**src/rtl/dft_bin_accum_if.sv**
```systemverilog
// Stream bundle between the DFT sequencer/multiplier and the bin accumulator,
// plus the accumulator's valid/ready result port and status flags.
interface dft_bin_accum_if #(
  parameter int DATA_W = 16,
  parameter int OUT_W  = 16
);
  logic                     seq_valid;
  logic                     seq_last;
  logic signed [DATA_W-1:0] mul_re;
  logic signed [DATA_W-1:0] mul_im;
  logic                     out_valid;
  logic                     out_ready;
  logic signed [OUT_W-1:0]  out_re;
  logic signed [OUT_W-1:0]  out_im;
  logic                     out_sat;
  logic                     overrun;

  modport master (
    output seq_valid, seq_last, mul_re, mul_im, out_ready,
    input  out_valid, out_re, out_im, out_sat, overrun
  );

  modport slave (
    input  seq_valid, seq_last, mul_re, mul_im, out_ready,
    output out_valid, out_re, out_im, out_sat, overrun
  );
endinterface

```
**src/rtl/dft_bin_accum.sv**
```systemverilog
// Coherent per-frame sum of complex multiplier results into one DFT bin,
// scaled, saturated and held in a valid/ready result register.
module dft_bin_accum #(
  parameter int DATA_W      = 16,
  parameter int ACC_W       = 32,
  parameter int OUT_W       = 16,
  parameter int SHIFT       = 10,
  parameter int MUL_LATENCY = 6
) (
  input  logic            clk,
  input  logic            rst_n,
  dft_bin_accum_if.slave  bus
);

  localparam logic signed [ACC_W-1:0] SAT_MAX = {{(ACC_W-OUT_W+1){1'b0}}, {(OUT_W-1){1'b1}}};
  localparam logic signed [ACC_W-1:0] SAT_MIN = {{(ACC_W-OUT_W+1){1'b1}}, {(OUT_W-1){1'b0}}};

  // Returns {saturated flag, clipped value} for an unscaled sum.
  function automatic logic [OUT_W:0] scale_sat_f(input logic signed [ACC_W-1:0] sum);
    logic signed [ACC_W-1:0] t;
    t = sum >>> SHIFT;
    if (t > SAT_MAX) begin
      scale_sat_f = {1'b1, SAT_MAX[OUT_W-1:0]};
    end else if (t < SAT_MIN) begin
      scale_sat_f = {1'b1, SAT_MIN[OUT_W-1:0]};
    end else begin
      scale_sat_f = {1'b0, t[OUT_W-1:0]};
    end
  endfunction

  logic [MUL_LATENCY-1:0]   dv_q, dv_d;
  logic [MUL_LATENCY-1:0]   dl_q, dl_d;
  logic signed [ACC_W-1:0]  acc_re_q, acc_re_d;
  logic signed [ACC_W-1:0]  acc_im_q, acc_im_d;
  logic                     first_q, first_d;
  logic                     out_valid_q, out_valid_d;
  logic signed [OUT_W-1:0]  out_re_q, out_re_d;
  logic signed [OUT_W-1:0]  out_im_q, out_im_d;
  logic                     out_sat_q, out_sat_d;
  logic                     overrun_q, overrun_d;

  logic                     d_valid_s;
  logic                     d_last_s;
  logic                     xfer_s;
  logic signed [ACC_W-1:0]  samp_re_s, samp_im_s;
  logic signed [ACC_W-1:0]  sum_re_s, sum_im_s;
  logic [OUT_W:0]           sat_re_s, sat_im_s;

  assign d_valid_s = dv_q[MUL_LATENCY-1];
  assign d_last_s  = dl_q[MUL_LATENCY-1];
  assign xfer_s    = out_valid_q & bus.out_ready;

  assign samp_re_s = {{(ACC_W-DATA_W){bus.mul_re[DATA_W-1]}}, bus.mul_re};
  assign samp_im_s = {{(ACC_W-DATA_W){bus.mul_im[DATA_W-1]}}, bus.mul_im};
  assign sum_re_s  = first_q ? samp_re_s : acc_re_q + samp_re_s;
  assign sum_im_s  = first_q ? samp_im_s : acc_im_q + samp_im_s;
  assign sat_re_s  = scale_sat_f(sum_re_s);
  assign sat_im_s  = scale_sat_f(sum_im_s);

  // Next-state: strobe delay line, accumulator and result register.
  always_comb begin
    dv_d        = {dv_q[MUL_LATENCY-2:0], bus.seq_valid};
    dl_d        = {dl_q[MUL_LATENCY-2:0], bus.seq_valid & bus.seq_last};
    acc_re_d    = acc_re_q;
    acc_im_d    = acc_im_q;
    first_d     = first_q;
    out_valid_d = out_valid_q;
    out_re_d    = out_re_q;
    out_im_d    = out_im_q;
    out_sat_d   = out_sat_q;
    overrun_d   = overrun_q;

    if (d_valid_s) begin
      acc_re_d = sum_re_s;
      acc_im_d = sum_im_s;
      first_d  = d_last_s;
    end else begin
      first_d  = first_q;
    end

    if (xfer_s) begin
      out_valid_d = 1'b0;
    end else begin
      out_valid_d = out_valid_q;
    end

    // A held, unaccepted result wins over a newly completed frame.
    if (d_valid_s && d_last_s) begin
      if (out_valid_q && !bus.out_ready) begin
        overrun_d = 1'b1;
      end else begin
        out_valid_d = 1'b1;
        out_re_d    = sat_re_s[OUT_W-1:0];
        out_im_d    = sat_im_s[OUT_W-1:0];
        out_sat_d   = sat_re_s[OUT_W] | sat_im_s[OUT_W];
      end
    end else begin
      overrun_d = overrun_q;
    end
  end

  // State registers.
  always_ff @(posedge clk or negedge rst_n) begin
    if (!rst_n) begin
      dv_q        <= '0;
      dl_q        <= '0;
      acc_re_q    <= '0;
      acc_im_q    <= '0;
      first_q     <= 1'b1;
      out_valid_q <= 1'b0;
      out_re_q    <= '0;
      out_im_q    <= '0;
      out_sat_q   <= 1'b0;
      overrun_q   <= 1'b0;
    end else begin
      dv_q        <= dv_d;
      dl_q        <= dl_d;
      acc_re_q    <= acc_re_d;
      acc_im_q    <= acc_im_d;
      first_q     <= first_d;
      out_valid_q <= out_valid_d;
      out_re_q    <= out_re_d;
      out_im_q    <= out_im_d;
      out_sat_q   <= out_sat_d;
      overrun_q   <= overrun_d;
    end
  end

  assign bus.out_valid = out_valid_q;
  assign bus.out_re    = out_re_q;
  assign bus.out_im    = out_im_q;
  assign bus.out_sat   = out_sat_q;
  assign bus.overrun   = overrun_q;

endmodule
```
**src/flat_wrapper.sv**
```systemverilog
// flat-port wrapper written by rule: the top's interface ports become plain ports
module dft_bin_accum_flat 
#(
  parameter int DATA_W      = 16,
  parameter int ACC_W       = 32,
  parameter int OUT_W       = 16,
  parameter int SHIFT       = 10,
  parameter int MUL_LATENCY = 6
)
  (clk, rst_n, bus_seq_valid, bus_seq_last, bus_mul_re, bus_mul_im, bus_out_ready, bus_out_valid, bus_out_re, bus_out_im, bus_out_sat, bus_overrun);
  dft_bin_accum_if #(.DATA_W(DATA_W), .OUT_W(OUT_W)) bus_i ();
  input  logic clk;
  input  logic rst_n;
  input wire logic [$bits(bus_i.seq_valid)-1:0] bus_seq_valid;
  input wire logic [$bits(bus_i.seq_last)-1:0] bus_seq_last;
  input wire logic [$bits(bus_i.mul_re)-1:0] bus_mul_re;
  input wire logic [$bits(bus_i.mul_im)-1:0] bus_mul_im;
  input wire logic [$bits(bus_i.out_ready)-1:0] bus_out_ready;
  output wire logic [$bits(bus_i.out_valid)-1:0] bus_out_valid;
  output wire logic [$bits(bus_i.out_re)-1:0] bus_out_re;
  output wire logic [$bits(bus_i.out_im)-1:0] bus_out_im;
  output wire logic [$bits(bus_i.out_sat)-1:0] bus_out_sat;
  output wire logic [$bits(bus_i.overrun)-1:0] bus_overrun;
  assign bus_i.seq_valid = bus_seq_valid;
  assign bus_i.seq_last = bus_seq_last;
  assign bus_i.mul_re = bus_mul_re;
  assign bus_i.mul_im = bus_mul_im;
  assign bus_i.out_ready = bus_out_ready;
  assign bus_out_valid = bus_i.out_valid;
  assign bus_out_re = bus_i.out_re;
  assign bus_out_im = bus_i.out_im;
  assign bus_out_sat = bus_i.out_sat;
  assign bus_overrun = bus_i.overrun;
  dft_bin_accum #(.DATA_W(DATA_W), .ACC_W(ACC_W), .OUT_W(OUT_W), .SHIFT(SHIFT), .MUL_LATENCY(MUL_LATENCY)) u_core (.clk(clk), .rst_n(rst_n), .bus(bus_i));
endmodule
```
**config.mk**
```make
export PLATFORM = sky130hd
export DESIGN_NAME = dft_bin_accum_flat
export DESIGN_NICKNAME = d
export VERILOG_FILES = /design/src/rtl/dft_bin_accum_if.sv /design/src/rtl/dft_bin_accum.sv /design/src/flat_wrapper.sv
export SDC_FILE = /design/constraint.sdc
export NUM_CORES = 1
export LEC_CHECK = 0
export BUFFER_PORTS_ARGS = -buffer_cell sky130_fd_sc_hd__buf_2
export CORE_UTILIZATION = 50
export DETAILED_ROUTE_END_ITERATION = 10
export GPL_ROUTABILITY_DRIVEN = 0
export GPL_TIMING_DRIVEN = 0
export PLACE_DENSITY = 0.69
export SYNTH_ARGS = -nofsm -noshare
export SYNTH_HDL_FRONTEND = slang
export SYNTH_SLANG_ARGS = --single-unit
```
**constraint.sdc**
```tcl
create_clock -name clk -period 6 [get_ports clk]
set_input_delay 0.3 -clock clk [delete_from_list [all_inputs] [get_ports clk]]
set_output_delay 0.3 -clock clk [all_outputs]
set_load 0.1 [all_outputs]
```
==> results by group, run 1 <==
Run status
  – Status: complete, no violations

Floorplan
  – Number of cell rows: 47
  – Die ar.: 17800 um^2
  – Die height: 134 um
  – Ports: 72
  – Die W: 134 um
  – Starting Density: 51.6%
  – Core Area: approximately 17000 um^2

Min path
  – Worst hold path startpoint: bus_seq_valid
  – Hold Path Class: primary input to register
  – Hold Path Stages: 1
  – Hold EP: u_core.dv_q[0]

Cells and area
  – Inserted Diodes: 0
  – Area Growth Syn to Fin: 11.1%
  – Multi-input gate area: 5520 um^2
  – Layout cells sized above 1: about 16%
  – Fillers: 1552
  – Reg area: 2800 um^2
  – NumNets Final: 1209

Worst setup path
  – Reg2reg path depth: 12
  – Crit-path max FO: 10
  – Setup Crit Path Kind: register to register
  – CP startpoint kind: register
  – RR Endpoint: u_core.bus.out_re[2]
  – Worst endpoint data arrival time: 4.63 ns
  – Crit end category: register
  – Worst reg2reg setup slack: 1.62 ns
  – Reg-to-Reg Start: u_core.acc_re_q[23]
  – Worst EP required: about 6.3 ns

Clocking
  – CTS root buffer: clkbuf_16
  – Clock sink total: 112
  – CTS tree: built
  – Clock Tree Buf Depth: 2
  – Post_cts resized: 0
  – Clock Latency Late Sink: 0.37 ns
  – Clock transition at path regs: around 0.08 ns
  – Htree depth: 3
  – Inserted Clock Buffers: 9

Synthesis
  – Mapped Area: 8650 um^2
  – Yosys top cell area share: 32.1%
  – Post-synthesis sequential area ratio: 32.4%
  – Synth unique cells: roughly 80
  – Cell taking the most area after synthesis: dfrtp_1
  – Most frequent cell after synthesis: a21oi_1
  – Ys async rst share: 100%
  – Syn_nets: 1125
  – Synth Register Bits: 112
  – Synth warn: 0
  – Commonest cells in the netlist: 140 x a21oi_1, 120 x nor2_1, 111 x dfrtp_1
  – EDFF count, synth: 0
  – Average size of a mapped cell: about 8.4 um^2
  – Post-synth top flop: dfrtp_1
  – Cells after Synth: a little over 1000
  – Synth top area cells: dfrtp_1 32%, ha_1 9.0%, a21oi_1 8.1%

Detailed routing
  – Routed WL: between 20000 and 25000 um
  – Wire length per cell: 18.1 um
  – Via count: ~8000
  – Vias per cell: 6.10
  – Initial DRC Count: approximately 760
  – DRT Pass-1 Iters: 6
  – Final ANT Viol Nets: 0
  – # DRC: 0

STA
  – Max-slew violations: 0
  – Slew Limit Headroom: 41.3%
  – Post-route minimum period: ~4.4 ns
  – Worst Slack Setup Final: 1.62 ns
  – Worst slew pin tran: 0.859 ns
  – Fmax: roughly 230 MHz
  – Final setup viols: 0
  – Hold Vio Cnt, Final: 0
  – Tightest hold margin: 0.0563 ns
  – Post-route setup TNS: 0 ns
  – Crit share post-route: 73.0%
  – RSZ-0062 raised after global routing: false
  – Final worst clock skew: 0.0114 ns

GRT
  – GRT Total Usage: 28.1%
  – Largest net degree at the start of global routing: 75
  – GR Overflow Total: 0
  – First-pass GRT wire length: 39400 um
  – Initial antenna violation count: 0
  – Vias in the first global route: 7510

Placement
  – Post-detail-place hpwl: roughly 18000 um
  – Port Buf Inserts: 71
  – Pre-CTS setup slack: 1.44 ns

Job
  – Max-cap viol count: 0
## layout make-up
class	count	area share [%]
multi-input combinational	841	57.4
timing repair buffer	73	4.16
tap	220	2.87
buffer	59	2.94
clock buffer	11	2.53
inverter	12	0.469
sequential	112	29.2
clock inverter	5	0.417
## repair_timing
| item | in CTS | in global routing |
|---|---|---|
| hold endpoints to repair | 38 | 0 |
| setup buffers | 0 | 0 |
| hold buffers | 1 | 0 |
## routing by layer
metal	global-route usage (%)	part of all wire, %	vias to the layer above	routed length, um
met1	43.3	49	3843	11900
met2	41.1	42	308	10300
met4	7.58	1.5	0	360
met3	3.73	6.8	31	1650
li1	-	-	3944	-
met5	0	0	-	0
## worst max-delay path: stages, from the launching register on
cell       delay (ns)
dfrtp_1          0.38
ha_1             0.27
clkbuf_1         0.29
nand4_1          0.22
or3_1            0.44
a2111oi_0        0.78
o21ai_0          0.18
and3_1           0.23
xnor2_1          0.22
a41oi_1          0.58
nor2b_2          0.34
buf_2            0.26
nor2_1           0.08
## sequential cells by signal (all words and copies together) (netlist names)
register	cells
u_core.acc_im_q	32
u_core.acc_re_q	32
u_core.bus.out_im	16
u_core.bus.out_re	16
u_core.bus.out_sat	1
u_core.bus.out_valid	1
u_core.bus.overrun	1
u_core.dl_q	6
u_core.dv_q	6
u_core.first_q	1
## cell families after synthesis
logic type | synth area share [%]
compound gates | 25.4
xor+xnor | 5.06
fa+ha+maj | 9.43
buf+inv | 3.79
flops | 32.4
mux | 5.41
simple gates | 18.5
## metrics by stage
step / instance area [um^2] / cells / utilization, %
2_1_floorplan: 8650 / 1024 / -
3_3_place_gp: 9280 / 1315 / 55.4
3_5_place_dp: 9310 / 1316 / 55.6
4_1_cts: 9610 / 1333 / 57.3
5_1_grt: 9610 / 1333 / 57.3
6_report: 9610 / 1333 / 57.3
## cell usage in the layout, fill, tap and decap left out, types with 23 or more instances in the layout
cell / instances
buf_2: 82
xor2_1: 23
xnor2_1: 27
ha_1: 62
clkbuf_1: 37
o21ai_0: 59
nor2_1: 120
nand2_1: 85
a21oi_1: 140
dfrtp_1: 111
mux2_2: 34
## worst max-delay path by stage
| stage | startpoint | to | slack [ns] | depth (start not counted) |
|---|---|---|---|---|
| floorplan | u_core.acc_im_q[0] | u_core.bus.out_im[10] | 2.45 | 13 |
| global placement | bus_mul_re[15] | u_core.bus.out_re[2] | 1.45 | 13 |
| detailed placement | bus_mul_re[15] | u_core.bus.out_re[5] | 1.44 | 13 |
| CTS | u_core.acc_re_q[23] | u_core.bus.out_re[2] | 1.71 | 12 |
| global route | u_core.acc_re_q[24] | u_core.bus.out_re[5] | 1.39 | 12 |
| finish | u_core.acc_re_q[23] | u_core.bus.out_re[2] | 1.62 | 12 |
Power of run 1 is not shown: default switching activity piles up to over one toggle a cycle in this logic, so the estimate is an artifact.
==> inputs of run 2 (changes only) <==
--- a/config.mk
+++ b/config.mk
@@ -10,7 +10,7 @@
 export DETAILED_ROUTE_END_ITERATION = 10
 export GPL_ROUTABILITY_DRIVEN = 0
 export GPL_TIMING_DRIVEN = 0
-export PLACE_DENSITY = 0.69
+export PLACE_DENSITY = 0.71
 export SYNTH_ARGS = -nofsm -noshare
 export SYNTH_HDL_FRONTEND = slang
 export SYNTH_SLANG_ARGS = --single-unit
==> constraint.sdc (replaced) <==
create_clock -name clk -period 4 [get_ports clk]
set_input_delay 0.2 -clock clk [delete_from_list [all_inputs] [get_ports clk]]
set_output_delay 0.2 -clock clk [all_outputs]
set_load 0.1 [all_outputs]
==> results by group, run 2 (synthesis results as in run 1) <==
Worst setup path
  – CP startpoint kind: register
  – Setup Crit Path Kind: register to register
  – Crit-path max FO: 8 (-2)
  – Worst EP required: 4.24 ns (-2.01 ns)
  – CP max stage cell: or4_4
  – Max incr delay on CP: 0.52 ns (-0.26 ns)
  – Crit end category: register
  – Crit-path cells: ha_4, fa_2, a211oi_2, o21a_1, or3_4, nand4_1, a311oi_2, mux2_4, or4_4, o31a_4, clkbuf_16, a21oi_2, a21oi_1
  – Worst endpoint data arrival time: 4.23 ns (-0.40 ns)

Cells and area
  – Final design utilization: 58.8% (+1.5 points)
  – Commonest non-fill, non-tap cell in the layout: a21oi_1
  – NumNets Final: 1218 (+0.74%)
  – Layout cells sized above 1: 17.8% (+2.1 points)
  – Largest regs: u_core.acc_im_q x32, u_core.acc_re_q x32
  – Area Growth Syn to Fin: 13.9%
  – Most frequent cells in the layout: 139 x a21oi_1, 120 x nor2_1, 111 x dfrtp_1, 85 x nand2_1, 82 x buf_2
  – Inserted Diodes: 0 (unchanged)
  – Final Cell Area: 9850 um^2 (+2.5%)

Floorplan
  – Starting Density: 51.6% (unchanged)
  – Number of cell rows: 47 (unchanged)
  – Die W: 134 um (unchanged)
  – Die height: 134 um (unchanged)
  – Core Area: 16800 um^2 (unchanged)
  – Ports: 72 (unchanged)
  – Die ar.: 17800 um^2 (unchanged)

GRT
  – GRT Total Usage: 28.8% (+0.64 points)
  – Initial antenna violation count: 0 (unchanged)
  – Largest net degree at the start of global routing: 71 (-5.3%)
  – GR Overflow Total: 0 (unchanged)
  – First-pass GRT wire length: 40400 um (+2.5%)
  – Vias in the first global route: 7777 (+3.6%)

STA
  – Max-slew violations: 0 (unchanged)
  – Crit share post-route: 100% (+27 points)
  – Post-route minimum period: 4.00 ns (-0.385 ns)
  – Worst slew pin tran: 0.814 ns (-0.0447 ns)
  – Final setup viols: 0 (unchanged)
  – Final worst clock skew: 0.0133 ns (+0.00192 ns)
  – Fmax: 250 MHz (+9.6%)
  – Worst Slack Setup Final: 0.00160 ns (-1.62 ns)
  – Tightest hold margin: 0.0281 ns (-0.0282 ns)
  – Slew Limit Headroom: 45.7% (+4.5 points)
  – Hold Vio Cnt, Final: 0 (unchanged)
  – RSZ-0062 raised after global routing: true

Placement
  – Placed inst area: 9310 um^2 (unchanged)
  – Port Buf Inserts: 71 (unchanged)
  – Pre-CTS setup slack: -0.382 ns (-1.82 ns)
  – Post-detail-place hpwl: 18200 um (about the same)

Clocking
  – Clock sink total: 112 (unchanged)
  – CTS root buffer: clkbuf_16
  – CTS tree: built
  – Clock Tree Buf Depth: 2 (unchanged)
  – Htree depth: 3 (unchanged)
  – Inserted Clock Buffers: 9 (unchanged)
  – Clock Latency Late Sink: 0.38 ns (about the same)
  – Clock transition at path regs: 0.08 ns (about the same)

Job
  – Max-cap viol count: 0 (unchanged)

Detailed routing
  – Vias per cell: 6.16 (+1.1%)
  – Final ANT Viol Nets: 0 (unchanged)
  – Routed WL: 24800 um (+2.6%)
  – DRT Pass-1 Iters: 5 (-1)
  – Via count: 8268 (+1.7%)
  – # DRC: 0 (unchanged)
  – Wire length per cell: 18.5 um (+1.9%)
  – Initial DRC Count: 808 (+6.0%)

Run status
  – Status: complete, no violations

Min path
  – Hold Path Class: primary input to register
-- run 2: routing by layer --
metal  routed length [um]  up-vias  global-route usage [%]
met5                    0        -                       0
met4                  663        0                    10.4
met3                 1570       45                    4.15
met2                10700      285                    42.6
met1                11900     3977                    42.6
li1                     -     3961                       -
-- run 2: metrics by stage --
stage / setup TNS, ns / cells
floorplan: 0 / 1024
finish: 0 / 1342
global route: -1.66 / 1342
global placement: -4.40 / 1315
detailed placement: -4.86 / 1316
CTS: 0 / 1334
-- run 2: final timing paths --
check	startpoint	slack [ns]	depth (start not counted)	to
setup reg to reg	u_core.acc_im_q[0]	0.002	13	u_core.bus.out_im[6]
setup / recovery	u_core.acc_im_q[0]	0.002	13	u_core.bus.out_im[6]
min in group asynchronous	rst_n	0.30	2	u_core.acc_re_q[1]
max in group asynchronous	rst_n	2.99	3	u_core.first_q
hold / removal	bus_seq_last	0.03	2	u_core.dl_q[0]
hold reg to reg	u_core.dl_q[4]	0.35	0	u_core.dl_q[5]
-- run 2: layout make-up --
type                       instances  area (um^2)
buffer                            59          292
clock buffer                      12          267
clock inverter                     4         45.0
fill                            1561         6910
inverter                          12         45.0
multi-input combinational        841         5640
sequential                       112         2800
tap                              220          275
timing repair buffer              82          487
-- run 2: what timing repair did --
| item | in CTS | in global routing |
|---|---|---|
| gates resized for setup | 8 | 17 |
| endpoints found under the hold margin | 43 | 0 |
| pin swaps | 0 | 8 |
| cloned | 0 | 1 |
| setup buffers | 0 | 7 |
| hold buffers | 2 | 0 |
| endpoints found under the setup margin | 24 | 30 |
-- run 2: worst max-delay path, delay by kind of cell, from the launching register on --
family	cells	cell delay [ns]
AO/OA/AOI/OAI	6	1.51
buffers and inverters	1	0.19
multiplexers	1	0.35
flip-flops	1	0.41
AND/OR/NAND/NOR	3	0.82
adder cells (fa/ha/maj)	2	0.58
Power of run 2 is left out for the same reason.
==> inputs of run 3 (changes only) <==
--- a/config.mk
+++ b/config.mk
@@ -10,7 +10,7 @@
 export DETAILED_ROUTE_END_ITERATION = 10
 export GPL_ROUTABILITY_DRIVEN = 0
 export GPL_TIMING_DRIVEN = 0
-export PLACE_DENSITY = 0.71
+export PLACE_DENSITY = 0.69
 export SYNTH_ARGS = -nofsm -noshare
 export SYNTH_HDL_FRONTEND = slang
 export SYNTH_SLANG_ARGS = --single-unit
==> constraint.sdc (replaced) <==
create_clock -name clk -period 4.4 [get_ports clk]
set_input_delay 0.22 -clock clk [delete_from_list [all_inputs] [get_ports clk]]
set_output_delay 0.22 -clock clk [all_outputs]
set_load 0.1 [all_outputs]
==> results by group, run 3 (synthesis results as in run 1) <==
Detailed routing
  – Via count: 8100 (-2.0%)
  – Final ANT Viol Nets: 0 (unchanged)
  – Wire length per cell: 18.2 um (-1.7%)
  – DRT Pass-1 Iters: 6 (+1)
  – Vias per cell: 6.07 (-1.4%)
  – # DRC: 0 (unchanged)
  – Initial DRC Count: 707 (-13%)
  – Routed WL: 24300 um (-2.3%)

Worst setup path
  – Worst endpoint data arrival time: 4.57 ns (+0.34 ns)
  – Crit-path max FO: 7 (-1)
  – Setup Crit Path Kind: register to register
  – Crit end category: register
  – CP startpoint kind: register
  – Crit-path cells: ha_1, fa_1, a211oi_1, o21a_1, or3_1, nand4_1, a311oi_1, mux2_2, or4_4, o31a_4, nor3_1, a21oi_1
  – Family with the most delay on the worst path: compound AO/OA/AOI/OAI gates
  – Buffers & Inverters on Critical Path: 0 (-1)
  – Worst EP required: 4.64 ns (+0.40 ns)
  – CP max stage cell: or4_4
  – Max incr delay on CP: 0.53 ns (about the same)

STA
  – Slew Limit Headroom: 39.4% (-6.3 points)
  – Final setup viols: 0 (unchanged)
  – Max-slew violations: 0 (unchanged)
  – Crit share post-route: 98.3% (-1.6 points)
  – RSZ-0062 raised after global routing: false
  – Post-route minimum period: 4.33 ns (+0.329 ns)
  – Hold Vio Cnt, Final: 0 (unchanged)
  – Final worst clock skew: 0.0105 ns (-0.00273 ns)
  – Worst slew pin tran: 0.886 ns (+0.0716 ns)
  – Fmax: 231 MHz (-7.6%)

Cells and area
  – NumNets Final: 1210 (-0.66%)
  – Area Growth Syn to Fin: 11.3%
  – Commonest non-fill, non-tap cell in the layout: a21oi_1
  – Inserted Diodes: 0 (unchanged)
  – Most frequent cells in the layout: 140 x a21oi_1, 120 x nor2_1, 111 x dfrtp_1, 85 x nand2_1, 82 x buf_2
  – Layout cells sized above 1: 15.8% (-2.0 points)
  – Final Cell Area: 9620 um^2 (-2.3%)
  – Largest regs: u_core.acc_im_q x32, u_core.acc_re_q x32

Clocking
  – Clock Latency Late Sink: 0.37 ns (about the same)
  – # Post-CTS Setup Buffers: 0 (unchanged)
  – Clock sink total: 112 (unchanged)
  – Inserted Clock Buffers: 9 (unchanged)
  – CTS root buffer: clkbuf_16
  – Htree depth: 3 (unchanged)
  – Clock Tree Buf Depth: 2 (unchanged)
  – CTS tree: built
  – Clock transition at path regs: 0.08 ns (about the same)

Floorplan
  – Number of cell rows: 47 (unchanged)
  – Die ar.: 17800 um^2 (unchanged)
  – Die height: 134 um (unchanged)
  – Starting Density: 51.6% (unchanged)
  – Ports: 72 (unchanged)
  – Core Area: 16800 um^2 (unchanged)
  – Die W: 134 um (unchanged)

GRT
  – Vias in the first global route: 7510 (-3.4%)
  – GR Overflow Total: 0 (unchanged)
  – Initial antenna violation count: 0 (unchanged)
  – First-pass GRT wire length: 39400 um (-2.4%)
  – GRT Total Usage: 28.1% (-0.64 points)
  – Largest net degree at the start of global routing: 75 (+5.6%)

Min path
  – Hold Path Class: primary input to register

Placement
  – Port Buf Inserts: 71 (unchanged)
  – Post-detail-place hpwl: 18200 um (about the same)
  – Placed inst area: 9310 um^2 (unchanged)

Run status
  – Status: complete, no violations

Job
  – Max-cap viol count: 0 (unchanged)
[run 3: cell count changes in the layout (fill, tap and decap cells not counted), sizes merged]
cell      before  now
clkinvlp       0    2
clkbuf        50   48
inv           14   13
buf           98   91
[run 3: final timing paths]
path | startpoint | endpoint | slack, ns | depth (start not counted)
min in group asynchronous | rst_n | u_core.acc_re_q[1] | 0.33 | 2
max in group asynchronous | rst_n | u_core.first_q | 3.37 | 3
hold / removal | bus_seq_last | u_core.dl_q[0] | 0.06 | 2
hold reg to reg | u_core.dl_q[1] | u_core.dl_q[2] | 0.35 | 0
setup reg to reg | u_core.acc_im_q[0] | u_core.bus.out_sat | 0.07 | 12
setup / recovery | u_core.acc_im_q[0] | u_core.bus.out_sat | 0.07 | 12
[run 3: per-layer routing]
| metal | vias to the layer above | global-route usage [%] | routed length (um) | part of all wire (%) |
|---|---|---|---|---|
| li1 | 3945 | - | - | - |
| met3 | 22 | 3.73 | 1820 | 7.5 |
| met4 | 0 | 7.58 | 323 | 1.3 |
| met2 | 312 | 41.1 | 10300 | 42 |
| met5 | - | 0 | 0 | 0 |
| met1 | 3821 | 43.3 | 11800 | 49 |
[run 3: timing repair]
| action | CTS | global route |
|---|---|---|
| resized for setup | 0 | 2 |
| setup endpoints to repair | 0 | 12 |
| hold buffers | 2 | 0 |
| hold endpoints to repair | 39 | 0 |
[run 3: worst reg2reg max path: stages (launching register included)]
cell	delay, ns
dfrtp_1	0.38
ha_1	0.21
fa_1	0.43
a211oi_1	0.33
o21a_1	0.24
or3_1	0.16
nand4_1	0.22
a311oi_1	0.46
mux2_2	0.43
or4_4	0.53
o31a_4	0.35
nor3_1	0.34
a21oi_1	0.12
[run 3: layout make-up]
class	count	area [um^2]
Tap cell	220	275
Clock buffer	11	243
Multi-Input combinational cell	841	5520
Fill cell	1551	7140
Buffer	59	283
Timing Repair Buffer	74	409
Sequential cell	112	2800
Inverter	12	45.0
Clock inverter	5	40.0
[run 3: stage by stage]
step | std cells | hold slack [ns] | utilization (%) | worst slack (ns) | setup TNS, ns
after floorplan | 1024 | -0.0756 | - | 0.848 | 0
after global placement | 1315 | 0.334 | 55.4 | -0.0721 | -0.636
after detailed placement | 1316 | 0.159 | 55.6 | -0.0784 | -0.724
after CTS | 1334 | 0.0579 | 57.4 | 0.105 | 0
after global routing | 1334 | 0.0675 | 57.4 | 0.0411 | 0
final | 1334 | 0.0609 | 57.4 | 0.0729 | 0
Power of run 3 is left out for the same reason.
